===== src/rtl/btn_debounce.sv =====
// btn_debounce: debounced push-button input block.
// Each raw pin is polarity-normalised (1 = pressed), passed through a
// two-flop synchroniser and filtered by a per-button FSM. The block reports
// a stable level, one-cycle press/release/long-press pulses, a held-past-long
// level and an 8-bit wrapping press counter per button.
//
// Ports:
//   clk          system clock
//   rst          synchronous, active-high reset
//   btn_in       raw asynchronous button pins, one bit per button
//   btn_state    debounced level, 1 = pressed
//   btn_press    one-cycle pulse when a press is accepted
//   btn_release  one-cycle pulse when a release is accepted
//   btn_long     one-cycle pulse when a press has lasted LONG_CYC cycles
//   btn_hold     1 from btn_long until the release is accepted
//   btn_cnt      accepted-press count, button i in bits [8i+7:8i]
module btn_debounce #(
  parameter int unsigned CLOCK_XTAL     = 27000000,
  parameter int unsigned BTN_NUM        = 2,
  parameter int unsigned DEBOUNCE_CYC   = CLOCK_XTAL / 100,
  parameter int unsigned LONG_CYC       = CLOCK_XTAL,
  parameter bit          BTN_ACTIVE_LOW = 1'b0
) (
  input  logic                 clk,
  input  logic                 rst,
  input  logic [BTN_NUM-1:0]   btn_in,
  output logic [BTN_NUM-1:0]   btn_state,
  output logic [BTN_NUM-1:0]   btn_press,
  output logic [BTN_NUM-1:0]   btn_release,
  output logic [BTN_NUM-1:0]   btn_long,
  output logic [BTN_NUM-1:0]   btn_hold,
  output logic [8*BTN_NUM-1:0] btn_cnt
);

  localparam int unsigned DW = $clog2(DEBOUNCE_CYC + 1);
  localparam int unsigned HW = $clog2(LONG_CYC + 1);

  localparam logic [DW-1:0]      DBC_ONE  = DW'(1);
  localparam logic [DW-1:0]      DBC_LAST = DW'(DEBOUNCE_CYC - 1);
  localparam logic [HW-1:0]      HC_LAST  = HW'(LONG_CYC - 1);
  localparam logic [HW-1:0]      HC_MAX   = HW'(LONG_CYC);
  localparam logic [BTN_NUM-1:0] POL      = BTN_ACTIVE_LOW ? '1 : '0;

  typedef enum logic [1:0] {
    IDLE,
    PRESS_WAIT,
    PRESSED,
    RELEASE_WAIT
  } state_t;

  logic [BTN_NUM-1:0] s1;
  logic [BTN_NUM-1:0] s2;

  state_t        state_q [BTN_NUM];
  state_t        state_d [BTN_NUM];
  logic [DW-1:0] dbc_q   [BTN_NUM];
  logic [DW-1:0] dbc_d   [BTN_NUM];
  logic [HW-1:0] hc_q    [BTN_NUM];
  logic [HW-1:0] hc_d    [BTN_NUM];

  logic [BTN_NUM-1:0]   press_commit;
  logic [BTN_NUM-1:0]   release_commit;
  logic [BTN_NUM-1:0]   state_nx;
  logic [BTN_NUM-1:0]   press_nx;
  logic [BTN_NUM-1:0]   release_nx;
  logic [BTN_NUM-1:0]   long_nx;
  logic [BTN_NUM-1:0]   hold_nx;
  logic [8*BTN_NUM-1:0] cnt_nx;

  always_comb begin
    press_commit   = '0;
    release_commit = '0;
    state_nx       = btn_state;
    press_nx       = '0;
    release_nx     = '0;
    long_nx        = '0;
    hold_nx        = btn_hold;
    cnt_nx         = btn_cnt;
    for (int unsigned i = 0; i < BTN_NUM; i++) begin
      state_d[i] = state_q[i];
      dbc_d[i]   = '0;
      hc_d[i]    = hc_q[i];

      // The sample that moves the FSM into a WAIT state is the first stable
      // sample, so dbc enters at 1; a commit therefore needs DEBOUNCE_CYC
      // consecutive samples of the new level, and DEBOUNCE_CYC==1 commits
      // straight from IDLE/PRESSED.
      case (state_q[i])
        IDLE: begin
          if (s2[i]) begin
            if (DEBOUNCE_CYC == 1) begin
              press_commit[i] = 1'b1;
            end else begin
              state_d[i] = PRESS_WAIT;
              dbc_d[i]   = DBC_ONE;
            end
          end
        end
        PRESS_WAIT: begin
          if (!s2[i]) begin
            state_d[i] = IDLE;
          end else if (dbc_q[i] == DBC_LAST) begin
            press_commit[i] = 1'b1;
          end else begin
            dbc_d[i] = dbc_q[i] + DBC_ONE;
          end
        end
        PRESSED: begin
          if (!s2[i]) begin
            if (DEBOUNCE_CYC == 1) begin
              release_commit[i] = 1'b1;
            end else begin
              state_d[i] = RELEASE_WAIT;
              dbc_d[i]   = DBC_ONE;
            end
          end
        end
        RELEASE_WAIT: begin
          if (s2[i]) begin
            state_d[i] = PRESSED;
          end else if (dbc_q[i] == DBC_LAST) begin
            release_commit[i] = 1'b1;
          end else begin
            dbc_d[i] = dbc_q[i] + DBC_ONE;
          end
        end
        default: state_d[i] = IDLE;
      endcase

      // Hold timer keeps running through release bounce; a release commit on
      // the threshold edge suppresses the long-press event.
      if (state_q[i] == PRESSED || state_q[i] == RELEASE_WAIT) begin
        if (hc_q[i] != HC_MAX) begin
          hc_d[i] = hc_q[i] + HW'(1);
        end
        if (hc_q[i] == HC_LAST && !release_commit[i]) begin
          long_nx[i] = 1'b1;
          hold_nx[i] = 1'b1;
        end
      end

      if (press_commit[i]) begin
        state_d[i]        = PRESSED;
        hc_d[i]           = '0;
        state_nx[i]       = 1'b1;
        press_nx[i]       = 1'b1;
        cnt_nx[8*i +: 8]  = btn_cnt[8*i +: 8] + 8'd1;
      end

      if (release_commit[i]) begin
        state_d[i]    = IDLE;
        hc_d[i]       = '0;
        state_nx[i]   = 1'b0;
        release_nx[i] = 1'b1;
        hold_nx[i]    = 1'b0;
      end
    end
  end

  always_ff @(posedge clk) begin
    if (rst) begin
      s1          <= '0;
      s2          <= '0;
      btn_state   <= '0;
      btn_press   <= '0;
      btn_release <= '0;
      btn_long    <= '0;
      btn_hold    <= '0;
      btn_cnt     <= '0;
      for (int unsigned i = 0; i < BTN_NUM; i++) begin
        state_q[i] <= IDLE;
        dbc_q[i]   <= '0;
        hc_q[i]    <= '0;
      end
    end else begin
      s1          <= btn_in ^ POL;
      s2          <= s1;
      btn_state   <= state_nx;
      btn_press   <= press_nx;
      btn_release <= release_nx;
      btn_long    <= long_nx;
      btn_hold    <= hold_nx;
      btn_cnt     <= cnt_nx;
      state_q     <= state_d;
      dbc_q       <= dbc_d;
      hc_q        <= hc_d;
    end
  end

endmodule


===== config.mk =====
export PLATFORM = sky130hd
export DESIGN_NAME = btn_debounce
export DESIGN_NICKNAME = d
export VERILOG_FILES = /design/src/rtl/btn_debounce.sv
export SDC_FILE = /design/constraint.sdc
export NUM_CORES = 1
export LEC_CHECK = 0
export CORE_MARGIN = 2
export CORE_UTILIZATION = 62
export CTS_BUF_LIST = sky130_fd_sc_hd__clkbuf_4
export DETAILED_ROUTE_END_ITERATION = 16
export PLACE_DENSITY = 0.82
export REMOVE_ABC_BUFFERS = 1
export SLEW_MARGIN = 20
export SYNTH_ARGS = -nofsm -noshare
export SYNTH_HDL_FRONTEND = slang
export SYNTH_SLANG_ARGS = --single-unit

===== constraint.sdc =====
create_clock -name clk -period 2.3 [get_ports clk]
set_clock_uncertainty 0.05 [all_clocks]
set_input_delay 0.23 -clock clk [delete_from_list [all_inputs] [get_ports clk]]
set_output_delay 0.23 -clock clk [all_outputs]
set_load 0.02 [all_outputs]

==> metrics.yaml <==
run_status: "finished, final reports clean"
totalWireLength_um: 11000
clk_path_buf_depth: 2
holdCritPathClass: "in -> reg"
cts_max_level: 4
clkSinkCount: 122
synthesis.area_um2: 5460
drv_cap: 0
gp_congestion: 0.837
first_iter_violations: 124
synth_area_leaders: "sky130_fd_sc_hd__dfxtp_1 45%, sky130_fd_sc_hd__nor2_1 6.9%, sky130_fd_sc_hd__xor2_1 6.4%"
yosys_warnings: 0
timing.critical_path.slowest_cell_delay_ns: 0.47
post_cts_clock_slew_at_the_launch_and_capture_registers_of_the_worst_setup_and_hold_paths_ns: 0.10
ys_seq_area_share_pct: 44.7
peakVddDrop_mv: 0.414
synthesis.area_per_instance_um2: 8.66
placement.io_buffers: 29
clkLatencyLatePin_ns: 0.52
synth_common_cells: "122 x sky130_fd_sc_hd__dfxtp_1, 100 x sky130_fd_sc_hd__nor2_1, 40 x sky130_fd_sc_hd__xor2_1, 37 x sky130_fd_sc_hd__nand2_1, 36 x sky130_fd_sc_hd__nand3_1"
rsz0062_at_grt: "false"
power.total_w: 0.00362
top_level_ports: 30
setup.worst_path.start_class: "flop"
async_flop_share_pct: 0
post_route_cells_drive_above_1_share_pct: 8.61
nets: 684
maximum_achievable_frequency_mhz: 474
arrival_ns: 2.50
timing_max_transition_violations_final: 0
timing.reg2reg.worst_path_depth: 6
hold-worst-slack_ns: 0.226
ys.flop_type: "sky130_fd_sc_hd__dfxtp_1"
critical_path_depth: 6
total_leakage_power_nw: 2.07
fin_crit_ns: 2.11
synthMostInstantiatedCell: "sky130_fd_sc_hd__dfxtp_1"
tns_setup_ns: 0
series_of_cell_instances_along_the_critical_path: "ha_1 > and3_2 > nand3_2 > or3_4 > or3_2 > a21oi_1"
final_hold_viol_count: 0
maxSlewHeadroom_pct: 66.8
timing.critical_path.to_type: "flop"
timing.critical_path.buf_inv: 0
synth_largest_area_cell: "sky130_fd_sc_hd__dfxtp_1"
cellPowerDensity_nw_per_um2: 589
min_delay_path_depth: 2
finalCritPeriodShare_pct: 91.7
grt_pass1_vias: 4423
floorplan.initialDensity_pct: 63.3
crit_path_max_fanout: 14
chipHeight_um: 97.9
std_cell_rows: 34
report.final.setup_viol: 0
number_of_enable_type_register_cells_in_the_synthesized_netlist: 0
flow.area_growth_from_synthesis_pct: 12.6
cpMaxStageDelayCell: "sky130_fd_sc_hd__or3_4"
synth_top_area_share_pct: 44.7
cp_top_family: "simple AND/OR/NAND/NOR gates"
timing_worst_setup_path_type: "reg -> reg"
drtAntennaViolNets: 0
die-area_um2: 9580
coreArea_um2: 8640
post_cts_setup_bufs: 0
route.vias.total: 4559
dp_hpwl_um: 7760
drt_drc: 0
ant_cells: 0
cts.repair.resized: 0
grt_pass1_wl_um: 18800
syn_inst: 631
grtUsageTotal_pct: 23.5
filler_cell_count: 696
floorplan.die.width_um: 97.9
detail_route.vias_per_cell: 5.75
drt_pre_antenna_iters: 5
cts_hold_repair.buffers: 0
worst-slew-pin-transition_ns: 0.498
final_core_utilization_pct: 71.2
cts_tree: "built"
largest_net_degree_at_the_start_of_global_routing: 32
cp_data_required_time_ns: 2.70
synth_seq_cells: 122
clock_tree_root: "sky130_fd_sc_hd__clkbuf_4"
antenna_found_initial: 0
cts_inserted_buffers: 17
yosys.cell_types.count: 52
grt.overflow.total: 0
post_drt_wl_per_cell_um: 13.9
-- cell type report --
cell class | count | area, um2 | share of cell area [%]
Inverter | 18 | 67.6 | 1.10
Tap cell | 108 | 135 | 2.20
Timing Repair Buffer | 41 | 380 | 6.18
Clock inverter | 13 | 128 | 2.07
Multi-Input combinational cell | 472 | 2860 | 46.4
Clock buffer | 19 | 143 | 2.32
Sequential cell | 122 | 2440 | 39.7
-- final timing paths --
path                            startpoint           to  slack, ns
worst min-delay path             btn_in[0]        s1[0]       0.23
worst max-delay path              dbc_q[0]  btn_cnt[13]       0.19
worst max register to register    dbc_q[0]  btn_cnt[13]       0.19
worst min register to register       s1[0]        s2[0]       0.40
-- sequential cells by signal, summed over array words and instances (netlist names) --
| signal | count |
|---|---|
| s1 | 2 |
| state_q | 4 |
| btn_state | 2 |
| btn_release | 2 |
| hc_q | 50 |
| s2 | 2 |
| btn_press | 2 |
| dbc_q | 38 |
| btn_cnt | 16 |
| btn_long | 2 |
| btn_hold | 2 |
-- metrics by stage --
stage	area, um2	setup WS, ns	std cells
floorplan	5370	0.250	612
global placement	5880	0.299	761
detailed placement	5880	0.249	761
CTS	6150	0.199	793
global route	6150	0.0595	793
finish	6150	0.191	793
-- cell usage in the layout, fill, tap and decap left out, types with 6 or more instances in the layout --
cell type                         netlist  layout
sky130_fd_sc_hd__dfxtp_1              122     122
sky130_fd_sc_hd__nor2_1               100     100
sky130_fd_sc_hd__xor2_1                40      40
sky130_fd_sc_hd__nand2_1               37      37
sky130_fd_sc_hd__nand3_1               36      36
sky130_fd_sc_hd__xnor2_1               33      33
sky130_fd_sc_hd__nand4_1               30      30
sky130_fd_sc_hd__clkdlybuf4s50_1        0      29
sky130_fd_sc_hd__a21oi_1               26      26
sky130_fd_sc_hd__and3_1                22      22
sky130_fd_sc_hd__o21ai_0               21      21
sky130_fd_sc_hd__clkbuf_4               0      19
sky130_fd_sc_hd__inv_1                 18      18
sky130_fd_sc_hd__nor3_1                17      17
sky130_fd_sc_hd__or3_1                 17      17
sky130_fd_sc_hd__buf_4                  0      12
sky130_fd_sc_hd__nor4_1                11      11
sky130_fd_sc_hd__and2_1                10      10
sky130_fd_sc_hd__ha_1                   8       8
sky130_fd_sc_hd__and4_1                 7       7
sky130_fd_sc_hd__or4_1                  7       7
sky130_fd_sc_hd__o31ai_1                6       6
-- per-layer routing --
metal	GRT usage (%)	vias up	share of wire, %
li1	-	2295	-
met1	28.9	2138	45
met2	39.5	113	49
met3	5.80	13	4.8
met4	9.51	0	1.3
met5	0	-	0
-- power breakdown --
part	internal (W)	switching [W]	total [W]
clock network	0.000657	0.000791	0.00145
logic	0.0000180	0.0000336	0.0000517
registers	0.00212	0.00000569	0.00212
total	0.00279	0.000830	0.00362
-- kinds of logic after synthesis --
kind of cell	count (synthesis)	synth area share [%]
AOI/OAI and AO/OA	66	7.17
xor gates and xnor gates	73	11.7
adders and majority gates	8	1.83
buffers and inverters	37	3.02
DFF	122	44.7
muxes	5	0.916
and+or+nand+nor	320	30.6
Note: power is estimated with default switching activity, not from simulation.
==> variant 1 (same settings) <==
Register the output `btn_cnt` once more, without a reset; this adds one clock of latency there. The other outputs are not delayed to match.
--- a/src/rtl/btn_debounce.sv
+++ b/src/rtl/btn_debounce.sv
@@ -49,4 +49,6 @@
   } state_t;
 
+  logic [8*BTN_NUM-1:0] btn_cnt_s0;
+
   logic [BTN_NUM-1:0] s1;
   logic [BTN_NUM-1:0] s2;
@@ -76,5 +78,5 @@
     long_nx        = '0;
     hold_nx        = btn_hold;
-    cnt_nx         = btn_cnt;
+    cnt_nx         = btn_cnt_s0;
     for (int unsigned i = 0; i < BTN_NUM; i++) begin
       state_d[i] = state_q[i];
@@ -145,5 +147,5 @@
         state_nx[i]       = 1'b1;
         press_nx[i]       = 1'b1;
-        cnt_nx[8*i +: 8]  = btn_cnt[8*i +: 8] + 8'd1;
+        cnt_nx[8*i +: 8]  = btn_cnt_s0[8*i +: 8] + 8'd1;
       end
 
@@ -167,5 +169,5 @@
       btn_long    <= '0;
       btn_hold    <= '0;
-      btn_cnt     <= '0;
+      btn_cnt_s0  <= '0;
       for (int unsigned i = 0; i < BTN_NUM; i++) begin
         state_q[i] <= IDLE;
@@ -181,5 +183,5 @@
       btn_long    <= long_nx;
       btn_hold    <= hold_nx;
-      btn_cnt     <= cnt_nx;
+      btn_cnt_s0  <= cnt_nx;
       state_q     <= state_d;
       dbc_q       <= dbc_d;
@@ -188,4 +190,8 @@
   end
 
+  always_ff @(posedge clk) begin
+    btn_cnt <= btn_cnt_s0;
+  end
+
 endmodule
 
Behaviour: same outputs for any inputs over 10 cycles, from zero or initial values and one cycle with rst high; that may be too few to reach the edited logic, so the function may still have changed.
==> variant 1 against the original RTL <==
  * Worst setup slack worse by 46 ps
  * Power rose by 7.0%
  * Sequential cell count rose by 16
  * Design area rose by 7.4%
  * Hold slack better by 24 ps
  * Wire length rose by 3.6%
  * Highest routed layer unchanged
  * Area after synthesis up 6.4%
  * Critical endpoint is now hc_q[23]
==> variant 1: results (changes against the original RTL) <==
The flow ran to the end, and the final reports show no timing, DRC or antenna violations. The largest net degree at the start of global routing is 27 (-16%). The number of filler instances in the final layout was 701 (+0.72%). The share of total power consumed by net switching was 21.5% (-1.4 points).

The placed wire-length estimate is 7980 um (+2.8%). The origin of the worst setup path is dbc_q[8]. The met1 global-route usage came to 28.3% (-0.60 points).

The slowest stage of the critical path belongs to the cell sky130_fd_sc_hd__or4b_4. In this design, the largest share of critical-path delay is due to simple AND/OR/NAND/NOR gates. The met3 demand-to-capacity share in global routing came out at 6.52% (+0.72 points).

The number of distinct library cells after synthesis is 46 (-12%). The highest net fanout along the worst path came to 26 (+12). The flop-to-flop setup slack came out at 140 ps (-50 ps). The final weighted congestion of routability-driven global placement came out at 0.890 (+6.3%).

The fraction of the cycle the final worst path needs is 93.7% (+2.0 points). In the final layout, the registers with the most flip-flops are hc_q (50), dbc_q (38). The first-pass iteration count of the detailed router was 6 (+1).

The routed wirelength normalized by instance count came to 13.8 um (-0.25%). The global routing met2 resource utilization is 41.5% (+2.0 points). The largest voltage drop on the vdd net is 0.511 mV (+23%). The required time at the endpoint of the critical path is 2640 ps (-60 ps).

The total length of routed met2 wires is 5800 um (+7.9%). The number of placed cells counting well taps came out at 794 (+4.3%). The met3 layer wire length in the routed design is 321 um (-39%).

The post-detailed-route DRC marker count is 0 (unchanged). The average size of a mapped cell came to 8.94 um2 (+3.3%). In this run the most critical hold path is launched from btn_in[1]. The last element of the critical path is hc_q[23]. The mux contribution to synthesized area is 1.61% (+0.70 points). The area share of fa/ha/maj cells after synthesis came to 1.72% (-0.11 points).

The static power due to leakage is 2.17 nW (+4.7%). The commonest cells after synthesis are 138 x sky130_fd_sc_hd__dfxtp_1, 113 x sky130_fd_sc_hd__nor2_1, 41 x sky130_fd_sc_hd__nand2_1, 41 x sky130_fd_sc_hd__xnor2_1, 36 x sky130_fd_sc_hd__xor2_1. The post-detailed-route via-to-cell ratio is 5.66 (-1.5%). The type of the worst min-delay path is input pin to flip-flop. The pin slew with the least headroom to its limit is 624 ps (+125 ps).

The sequential share of the synthesized area is 47.5% (+2.8 points). The stage delay of the slowest cell on the critical path came out at 560 ps (+90 ps). The worst hold path terminates at s1[1]. The worst reg2reg path depth came out at 7 (+1). The final net count is 715 (+4.5%). By area the synthesized netlist is led by sky130_fd_sc_hd__dfxtp_1 48%, sky130_fd_sc_hd__nor2_1 7.3%, sky130_fd_sc_hd__xnor2_1 6.2%. The worst setup slack before clock tree synthesis is 59.1 ps (-190 ps).

The compound-gate portion of the synthesized area came out at 5.40% (-1.8 points). The number of DRC markers in iteration 0 came out at 139 (+12%). The met1 routed wirelength after detailed routing came to 5150 um (+4.1%). The smallest hold slack came out at 250 ps (+24.3 ps). The non-filler instance count after layout came out at 824 (+3.9%). The global-route usage over all layers came out at 23.6% (+0.16 points).
-- variant 1: layout make-up --
type                            instances  area share, %
Sequential cell                       138           41.8
Multi-Input combinational cell        476           43.9
Inverter                               19           1.08
Clock inverter                         11           1.63
Tap cell                              111           2.10
Timing Repair Buffer                   51           7.46
Clock buffer                           18           2.04
-- variant 1: power by group through the flow --
stage	Clock [mW]	Sequential, mW	Combinational, mW
6_report	1.41	2.40	0.0657
5_1_grt	1.55	2.40	0.0717
4_1_cts	1.45	2.40	0.0664
3_5_place_dp	0	2.46	0.0664
3_3_place_gp	0	2.46	0.0650
2_1_floorplan	0	2.46	0.0243
-- variant 1: metrics by stage --
| step | TNS [ps] | utilization, % | power, mW |
|---|---|---|---|
| final | 0 | 72.2 | 3.88 |
| after global placement | 0 | 69.4 | 2.52 |
| after floorplan | -1640 | - | 2.48 |
| after detailed placement | 0 | 69.4 | 2.52 |
| after global routing | -33.3 | 72.2 | 4.03 |
| after CTS | 0 | 72.1 | 3.92 |
==> variant 2 (same settings) <==
Made on the original files. The parameter `CLOCK_XTAL` goes from 27000000 to 54000000.
--- a/src/rtl/btn_debounce.sv
+++ b/src/rtl/btn_debounce.sv
@@ -16,5 +16,5 @@
 //   btn_cnt      accepted-press count, button i in bits [8i+7:8i]
 module btn_debounce #(
-  parameter int unsigned CLOCK_XTAL     = 27000000,
+  parameter int unsigned CLOCK_XTAL     = 54000000,
   parameter int unsigned BTN_NUM        = 2,
   parameter int unsigned DEBOUNCE_CYC   = CLOCK_XTAL / 100,
Behaviour: no difference found for any inputs over 10 cycles, from zero or initial values and one cycle with rst high; that may be too few to reach the edited logic, so the function may still have changed.
==> variant 2 against the original RTL <==
  * Wire length rose by 20%
  * Worst setup slack improved by 1.6 ps
  * Sequential power rose by 3%
  * Via count rose by 20%
  * Design area rose by 11%
  * Sequential cell count rose by 4
  * Power rose by 5.7%
  * Global-route usage rose by 1.4 points
  * Final cell count rose by 12%
  * Area after synthesis rose by 13%
  * Hold slack got worse by 27 ps
  * Critical path type unchanged
==> variant 2: results (changes against the original RTL) <==
The stage delay of the slowest cell on the critical path came out at 420 ps (-50 ps). By count the netlist is led by 126 x sky130_fd_sc_hd__dfxtp_1, 62 x sky130_fd_sc_hd__nor2_1, 50 x sky130_fd_sc_hd__a21oi_1. The area of combinational cells with multiple inputs is 0.00337 mm2 (+18%).

The final weighted congestion of routability-driven global placement is 0.859 (+2.7%). The critical path arrival came out at 2460 ps (-40 ps). The non-filler instance count after layout came out at 888 (+12%).

The area share of fa/ha/maj cells after synthesis came out at 1.63% (-0.20 points). In the final layout, the registers with the most flip-flops are hc_q (52), dbc_q (40), btn_cnt (16). The sequential share of the synthesized area is 41.0% (-3.7 points). The largest net degree at the start of global routing is 40 (+25%). The count of plain and timing-repair buffers in the layout came out at 48 (+17%). The number of global-route vias before repair came out at 5002 (+13%). The sequential cell area share came out at 36.8% (-2.9 points).

The number of logic inverters in the finished layout came out at 21 (+3). The power share of the sequential group came to 57.3% (-1.3 points). The average size of a mapped cell came to 8.60 um2 (-0.71%). The xor-xnor portion of the synthesized cell area came out at 6.27% (-5.4 points).

The global-route wire length before repair came out at 22200 um (+18%). The run finished with clean final reports. After synthesis, the cell types taking the most area are sky130_fd_sc_hd__dfxtp_1 41%, sky130_fd_sc_hd__a21oi_1 4.1%, sky130_fd_sc_hd__nand4_1 4.1%.

The fraction of layout cells with a size suffix above 1 is 9.54% (+0.92 points). The compound-gate portion of the synthesized area came to 13.8% (+6.6 points). The largest voltage drop on the vdd net is 0.483 mV (+17%). The clock network fraction of design power is 40.9% (+0.9 points). The global routing met2 resource utilization is 40.6% (+1.1 points). The overall power consumption is 3.83 mW (+5.7%). The slowest cell on the critical path is sky130_fd_sc_hd__dfxtp_1. The sequential cell count came to 126 (+3.3%). The total length of routed met2 wires is 6290 um (+17%). The via count was 5468 (+20%). The area taken by flip-flops and latches is 0.00252 mm2 (+3.3%). The cell internal power dissipation came out at 3.01 mW (+7.6%). The count of clock buffers in the final design is 22 (+3).
## variant 2: cell count changes after synthesis, sizes merged, moves of 7 or more
| cell | before | now |
|---|---|---|
| clkbuf | 14 | 23 |
| a21oi | 26 | 50 |
| o31ai | 6 | 21 |
| xnor2 | 33 | 18 |
| xor2 | 40 | 26 |
| or4 | 7 | 26 |
| buf | 4 | 14 |
| nor2 | 100 | 62 |
| and4 | 7 | 18 |
| mux2 | 0 | 7 |
| and3 | 24 | 9 |
| nand4 | 30 | 41 |
| o211ai | 2 | 12 |
| nor2b | 4 | 13 |
## variant 2: worst paths after layout
kind / from / endpoint / slack [ps]
setup reg to reg: dbc_q[20] / btn_cnt[7] / 190
hold reg to reg: s1[1] / s2[1] / 400
setup / recovery: dbc_q[20] / btn_cnt[7] / 190
hold / removal: btn_in[1] / s1[1] / 200
## variant 2: repair_timing
item                       in CTS  in global routing
setup endpoints to repair       0                  3
gates resized for setup         0                  2
buffers inserted                0                  3
